### config.mk
export PLATFORM = sky130hd
export DESIGN_NAME = vx_cmt_counters
export DESIGN_NICKNAME = d
export VERILOG_FILES = /design/src/rtl/vx_cmt_counters.sv
export SDC_FILE = /design/constraint.sdc
export NUM_CORES = 1
export LEC_CHECK = 0
export ABC_CLOCK_PERIOD_IN_PS = 3400
export CORE_UTILIZATION = 45
export DETAILED_ROUTE_END_ITERATION = 12
export SLEW_MARGIN = 20
export SYNTH_ARGS = -nofsm -noshare
export SYNTH_HDL_FRONTEND = slang
export SYNTH_SLANG_ARGS = --single-unit
### constraint.sdc
create_clock -name clk -period 3.4 [get_ports clk]
set_input_delay 1.02 -clock clk [delete_from_list [all_inputs] [get_ports clk]]
set_output_delay 1.02 -clock clk [all_outputs]
set_load 0.01 [all_outputs]
### src/rtl/vx_cmt_counters.sv
// vx_cmt_counters: 64-bit mcycle / minstret performance counters exposed as
// 32-bit CSR halves, with a single-entry buffered read port and a write port.
// Optional build macro PERF_SNAPSHOT_EN: a low-half read latches the upper
// half of the same counter into a shadow register, and high-half reads return
// that shadow so software sees a consistent 64-bit value across two reads.

`ifndef NUM_THREADS
`define NUM_THREADS 4
`endif

module vx_cmt_counters #(
  parameter int CORE_ID = 0,
  parameter int CNT_W   = 64
) (
  input  logic                             clk,
  input  logic                             reset,
  input  logic                             cmt_valid,
  input  logic [$clog2(`NUM_THREADS+1)-1:0] commit_size,
  input  logic                             req_valid,
  output logic                             req_ready,
  input  logic [11:0]                      req_addr,
  output logic                             rsp_valid,
  input  logic                             rsp_ready,
  output logic [31:0]                      rsp_data,
  input  logic                             wr_valid,
  input  logic [11:0]                      wr_addr,
  input  logic [31:0]                      wr_data
);

  localparam int CS_W = $clog2(`NUM_THREADS+1);

  localparam logic [11:0] A_MCYCLE    = 12'hB00;
  localparam logic [11:0] A_MCYCLEH   = 12'hB80;
  localparam logic [11:0] A_MINSTRET  = 12'hB02;
  localparam logic [11:0] A_MINSTRETH = 12'hB82;
  localparam logic [11:0] U_MCYCLE    = 12'hC00;
  localparam logic [11:0] U_MCYCLEH   = 12'hC80;
  localparam logic [11:0] U_MINSTRET  = 12'hC02;
  localparam logic [11:0] U_MINSTRETH = 12'hC82;

  // The core index only tags debug traces; negative indices carry no meaning.
  if (CORE_ID < 0) begin : g_core_id_unused
  end

  logic [CNT_W-1:0] mcycle_q,   mcycle_d;
  logic [CNT_W-1:0] minstret_q, minstret_d;
  logic             rsp_valid_q, rsp_valid_d;
  logic [31:0]      rsp_data_q,  rsp_data_d;
  logic [31:0]      rd_data;
  logic [31:0]      mcycle_hi, minstret_hi;
  logic             req_fire;

  assign req_ready = !rsp_valid_q || rsp_ready;
  assign req_fire  = req_valid && req_ready;
  assign rsp_valid = rsp_valid_q;
  assign rsp_data  = rsp_data_q;

`ifdef PERF_SNAPSHOT_EN
  logic [31:0] snap_mcycle_q,   snap_mcycle_d;
  logic [31:0] snap_minstret_q, snap_minstret_d;

  assign mcycle_hi   = snap_mcycle_q;
  assign minstret_hi = snap_minstret_q;

  // Latch the live upper half whenever the matching low half is read.
  always_comb begin
    snap_mcycle_d   = snap_mcycle_q;
    snap_minstret_d = snap_minstret_q;
    if (req_fire) begin
      if (req_addr == A_MCYCLE || req_addr == U_MCYCLE)
        snap_mcycle_d = mcycle_q[CNT_W-1:32];
      if (req_addr == A_MINSTRET || req_addr == U_MINSTRET)
        snap_minstret_d = minstret_q[CNT_W-1:32];
    end
  end

  // Shadow registers.
  always_ff @(posedge clk) begin
    if (reset) begin
      snap_mcycle_q   <= '0;
      snap_minstret_q <= '0;
    end else begin
      snap_mcycle_q   <= snap_mcycle_d;
      snap_minstret_q <= snap_minstret_d;
    end
  end
`else
  assign mcycle_hi   = mcycle_q[CNT_W-1:32];
  assign minstret_hi = minstret_q[CNT_W-1:32];
`endif

  // Counter next state: increment, overridden by a write to either half.
  always_comb begin
    mcycle_d   = mcycle_q + CNT_W'(1);
    minstret_d = minstret_q;
    if (cmt_valid)
      minstret_d = minstret_q + {{(CNT_W-CS_W){1'b0}}, commit_size};
    if (wr_valid) begin
      case (wr_addr)
        A_MCYCLE:    mcycle_d   = {mcycle_q[CNT_W-1:32], wr_data};
        A_MCYCLEH:   mcycle_d   = {wr_data, mcycle_q[31:0]};
        A_MINSTRET:  minstret_d = {minstret_q[CNT_W-1:32], wr_data};
        A_MINSTRETH: minstret_d = {wr_data, minstret_q[31:0]};
        default: ;
      endcase
    end
  end

  // Read mux over the pre-update counter values.
  always_comb begin
    rd_data = '0;
    case (req_addr)
      A_MCYCLE,    U_MCYCLE:    rd_data = mcycle_q[31:0];
      A_MCYCLEH,   U_MCYCLEH:   rd_data = mcycle_hi;
      A_MINSTRET,  U_MINSTRET:  rd_data = minstret_q[31:0];
      A_MINSTRETH, U_MINSTRETH: rd_data = minstret_hi;
      default: ;
    endcase
  end

  // Single-entry response buffer: load on accept, drop on consume, else hold.
  always_comb begin
    rsp_valid_d = rsp_valid_q;
    rsp_data_d  = rsp_data_q;
    if (req_fire) begin
      rsp_valid_d = 1'b1;
      rsp_data_d  = rd_data;
    end else if (rsp_ready) begin
      rsp_valid_d = 1'b0;
    end
  end

  // Counter and response state registers.
  always_ff @(posedge clk) begin
    if (reset) begin
      mcycle_q    <= '0;
      minstret_q  <= '0;
      rsp_valid_q <= 1'b0;
      rsp_data_q  <= '0;
    end else begin
      mcycle_q    <= mcycle_d;
      minstret_q  <= minstret_d;
      rsp_valid_q <= rsp_valid_d;
      rsp_data_q  <= rsp_data_d;
    end
  end

endmodule

## Yosys cells after proc, flatten, opt, wreduce, memory -nomap -nowiden

Index checks and enable logic that the tools add are counted.

- Output and inout port bits: 34
- Input bits: 65
- Word-level logic and storage cells: 40
- Register bits after elaboration: 161

- Mux-type cells: 8
- $add $sub $neg: 2
- Eq/ne operators: 16
- Reduce and logical (&&, ||, !) cells: 8

Operators by type and width:

| kind | count |
|---|---|
| $pmux 64 s2 | 2 |
| $mux 64 | 3 |
| $eq 12x12->1 const B | 12 |
| $pmux 32 s4 | 1 |
| $add 64x1->64 const B | 1 |
| $add 64x3->64 | 1 |
| $ne 2x2->1 const B | 4 |
| $reduce_or 2->1 | 4 |
| $mux 1 | 2 |
| $reduce_bool 2->1 | 1 |
| $logic_and 1x1->1 | 1 |
| $logic_not 1->1 | 1 |
| $logic_or 1x1->1 | 1 |

## Longest topological paths before layout

Gate-level depths: netlist of the first run.

- Depth after elaboration: 4
- Depth in mapped cells: 9
- Mapped depth without buffers: 8

## Worst setup path after synthesis of the first run

Ideal clock, no wire load.

- Path kind: input -> register
- Start: input commit_size[0]
- End: register minstret_q[30]
- Stages: 9
- Setup slack: 461 ps
- Arrival: 2,814 ps
- Path buffers: 1
- Cell sequence: ha_1 fa_1 a21o_2 nor4b_4 buf_2 nand2_1 or3_2 xnor2_1 o2bb2ai_1

- Cells in the longest elaborated chain, start to end: 4

RTL lines:

| item | RTL line | text |
|---|---|---|
| start: declaration | 18 | `` input logic [$clog2(`NUM_THREADS+1)-1:0] commit_size, `` |
| $add 64x3->64 * | 97 | `minstret_d = minstret_q + {{(CNT_W-CS_W){1'b0}}, commit_size};` |
| $mux 64 * | 96 | `if (cmt_valid)` |
| $pmux 64 s2 | 99 | `case (wr_addr)` |
| $mux 64 * | 98 | `if (wr_valid) begin` |
| end signal: assignment | 142 | `minstret_q <= minstret_d;` |
| end: declaration | 46 | `logic [CNT_W-1:0] minstret_q, minstret_d;` |

Every way passes the cells marked *; elsewhere a longest branch is shown, timed or not.
A chain may end at the register's enable or synchronous reset.

## Worst setup path in the final report of the first run

- Start: input rsp_ready
- End: output req_ready

- Cells in the longest elaborated chain, start to end: 1

RTL lines:

| item | RTL line | text |
|---|---|---|
| start: declaration | 23 | `input logic rsp_ready,` |
| $logic_or 1x1->1 | 53 | `assign req_ready = !rsp_valid_q \|\| rsp_ready;` |
| end: declaration | 20 | `output logic req_ready,` |

No other way between the ends.

==> results of run 1 <==
registers in the layout, indices dropped and copies added (netlist names):
signal      cells
mcycle_q       64
minstret_q     64
rsp_data       32
rsp_valid       1
layout make-up:
cell class | count | share of cell area (%)
sequential | 161 | 24.4
timing repair buffer | 209 | 15.1
clock buffer | 17 | 3.22
tap | 319 | 3.03
inverter | 15 | 0.427
clock inverter | 15 | 1.24
multi-input combinational | 1063 | 52.5
logic make-up (layout without fill, tap and decap cells):
group,after synthesis,in the layout,share of synthesized area (%)
buffers and inverters,122,256,5.33
xor gates and xnor gates,36,36,2.95
AOI/OAI and AO/OA,419,419,26.8
DFF,161,161,30.1
adders and majority gates,5,5,0.655
and+or+nand+nor,562,562,29.6
muxes,41,41,4.57
worst min path at each step:
stage                                       to                       start  cells after the start
global placement      rsp_data[6]$_SDFFE_PP0P_    rsp_data[6]$_SDFFE_PP0P_                      1
finish                rsp_data[2]$_SDFFE_PP0P_    rsp_data[2]$_SDFFE_PP0P_                      1
detailed placement    rsp_data[7]$_SDFFE_PP0P_    rsp_data[7]$_SDFFE_PP0P_                      1
CTS                   rsp_data[7]$_SDFFE_PP0P_    rsp_data[7]$_SDFFE_PP0P_                      1
global route         rsp_data[17]$_SDFFE_PP0P_   rsp_data[17]$_SDFFE_PP0P_                      1
floorplan           minstret_q[0]$_SDFFE_PP0P_  minstret_q[0]$_SDFFE_PP0P_                      2
worst register-to-register path: cells and delay by family (launching register included):
kind,cells,cell delay [ns]
flops,1,0.50
simple gates,4,1.57
compound gates,1,0.13
fa+ha+maj,1,0.25
mux,1,0.38
through the flow:
step	util [%]	hold WS (ns)	setup TNS, ns
floorplan	-	0.475	0
global placement	53.8	0.465	-0.0624
detailed placement	53.8	0.468	-0.275
CTS	56.4	0.484	0
global route	56.4	0.500	0
finish	56.4	0.477	0
layer usage:
metal / share of wire [%] / vias up / GRT usage, % / wire [um]
met5: 0.027 / - / 0 / 13
met4: 7.0 / 2 / 26.2 / 3380
met1: 41 / 5737 / 53.2 / 19600
met3: 10 / 148 / 8.31 / 5010
met2: 42 / 761 / 59.7 / 20200
li1: - / 5464 / - / -
synth_stat cells, types with 5 or more instances:
cell	number	area, um2
a22oi_1	45	338
a32oi_1	30	263
nor4_1	27	169
a211oi_1	12	90.1
or4_1	5	37.5
o22ai_1	35	219
buf_2	26	130
o21ai_0	76	380
and3_1	33	206
nor3_1	46	230
dfxtp_1	161	3220
and4_1	15	131
nand4_1	41	257
xnor2_1	24	210
mux2i_1	5	50.1
clkbuf_1	67	251
or3_1	15	93.8
a31oi_1	38	238
and2_1	12	75.1
nor4_4	8	170
inv_1	15	56.3
nor3b_1	9	67.6
clkbuf_8	7	96.3
a22o_1	35	307
o211ai_1	17	128
mux2_2	33	372
nor2_1	74	278
xor2_1	12	105
nand3_1	86	430
a21oi_1	68	340
nand2_1	148	556
power by group through the flow:
stage	clock network, mW	registers [mW]	logic, mW
after global placement	0	1.96	0.367
final	1.96	1.91	0.378
after detailed placement	0	1.96	0.366
after CTS	1.96	1.91	0.367
after floorplan	0	1.95	0.156
after global routing	2.04	1.91	0.391
==> results.md, run 1 <==
* Core footprint at 23,400 um2
* Crit-path max FO at 2
* Final instance area at 13,200 um2
* Reg-to-reg endpoint: mcycle_q[40]$_SDFFE_PP0P_
* Critical Path Max Stage Delay at 0.54 ns
* Slowest cell on the critical path: clkdlybuf4s50_1
* Final std cells w/o fill at 1,799
* Clock skew at 0.0161 ns
* Worst-Skew Late Latency at 0.44 ns
* FF+latch count, synth at 161
* Area after DPL at 12,600 um2
* Vias per cell at 6.73
* Ys async rst share at 0%
* Most used cell along the critical path: clkdlybuf4s50_1
* Internal at 3.03 mW
* DP Worst Slack at -0.0861 ns
* Share of layout cells above drive strength 1 at 15.3%
* Sequential-to-total area share from yosys stat at 30.1%
* Router iterations before antenna repair at 6
* Root Buffer: clkbuf_16
* Die W at 156 um
* Via count at 12.1k
* Max Cap Viol at 0
* CTS H-tree depth at 4
* Worst Reg2Reg Path Length in Cells at 7
* Detail Placement HPWL at 36.4 mm
* Power Dens Cells at 322 nW/um2
* Share of total power in combinational logic at 8.9%
* RSZ-0062 raised after global routing: false
* I/O pin count at 99
* Max IR drop VDD at 0.302 mV
* Final RePlAce weighted congestion at 1.04
* Leak at 4.32 nW
* Most frequent cells in the layout: dfxtp_1 (161), nand2_1 (148), buf_4 (97)
* Fmax at 319 MHz
* Cells after DPL at 1,767
* I/O Buffers at 98
* Slew Limit Headroom at 48.1%
* Net switching power figure at 1.22 mW
* Worst hold path class: reg2reg
* Final Net Count at 1,537
* Longest Clk Path Bufs at 2
* CTS-repair resized insts at 0
* Die Ht at 156 um
* Total power at 4.25 mW
* Starting Density at 45.7%
* CTS Sinks at 161
* Setup violations, final at 0
* Worst r2r src: mcycle_q[0]$_SDFFE_PP0P_
* Commonest non-fill, non-tap cell in the layout: dfxtp_1
* Vias in the first global route at 11.2k
* Post-synth EDFFs at 0
* TritonCTS clock tree: yes
* CP Class: in2out
* Filler Cells Inserted at 2,278
* DRT Wirelength at 48.3 mm
* Worst Setup End Kind: output port
* Worst Setup SP: rsp_ready
* Iter 0 DRT Violations at 1,510
* R2r setup slk at 0.51 ns
* Area Overhead vs Synth at 23.3%
* Fin. max-slew vios at 0
* Syn nets at 1,416
* Number of synthesis warnings at 0
* Post-synth cell types at 93
* Antenna fix cells at 0
* Post-DRT Antenna Nets at 0
* Final Hold Viols at 0
* Syn Area/Cell at 7.95 um2
* CTS Hold Bufs at 0
* Critical Path AT at 2.12 ns
* Post-synthesis cell count at 1,346
* Total gr overflow at 0
* Flop pwr share at 45.0%
* Multi-input combinational cell area at 6930 um2
* CP bufs+invs at 2
* Row count at 56
* Average routed wire per standard cell at 26.8 um
* Outcome: completed
* Synth Flop Type: dfxtp_1
* Pin count of the biggest net entering global routing at 79
* Final Cycle Share at 92.3%
* # DRC at 0
* Least-Margin Pin Slew at 0.772 ns
* Register area at 3220 um2
* Switching share of total power at 28.8%
* Global-route wire length before repair at 72.2 mm
* Die area at 24,400 um2
* Initial antenna violation count at 1
* Number of post-CTS setup repair buffers at 0
* Setup crit start kind: input pin
* Cell depth of the worst setup path at 3
* Num CTS Buffers at 17
* Final worst setup slack at 0.262 ns
* Crit path time final at 3.14 ns
* Total GRT Usage at 40.4%
* Cell family with most CP delay: buffers and inverters
* Worst setup endpoint: req_ready
* Clk slew on worst S/H paths at 0.07 ns
* Crit path cell chain: clkdlybuf4s50_1, nand2b_1, clkdlybuf4s50_1
* Post-Syn Area at 10,700 um2
* CP required at 2.38 ns
* Clk network pwr share at 46.1%
Note: power is estimated with default switching activity, not from simulation.
==> run 2: changes to the inputs <==
--- a/config.mk
+++ b/config.mk
@@ -6,6 +6,7 @@
 export NUM_CORES = 1
 export LEC_CHECK = 0
 export ABC_CLOCK_PERIOD_IN_PS = 3400
+export CAP_MARGIN = 25
 export CORE_UTILIZATION = 45
 export DETAILED_ROUTE_END_ITERATION = 12
 export SLEW_MARGIN = 20
==> results of run 2 <==
Same layout as run 1: the final DEF is identical, and so are final timing and power.
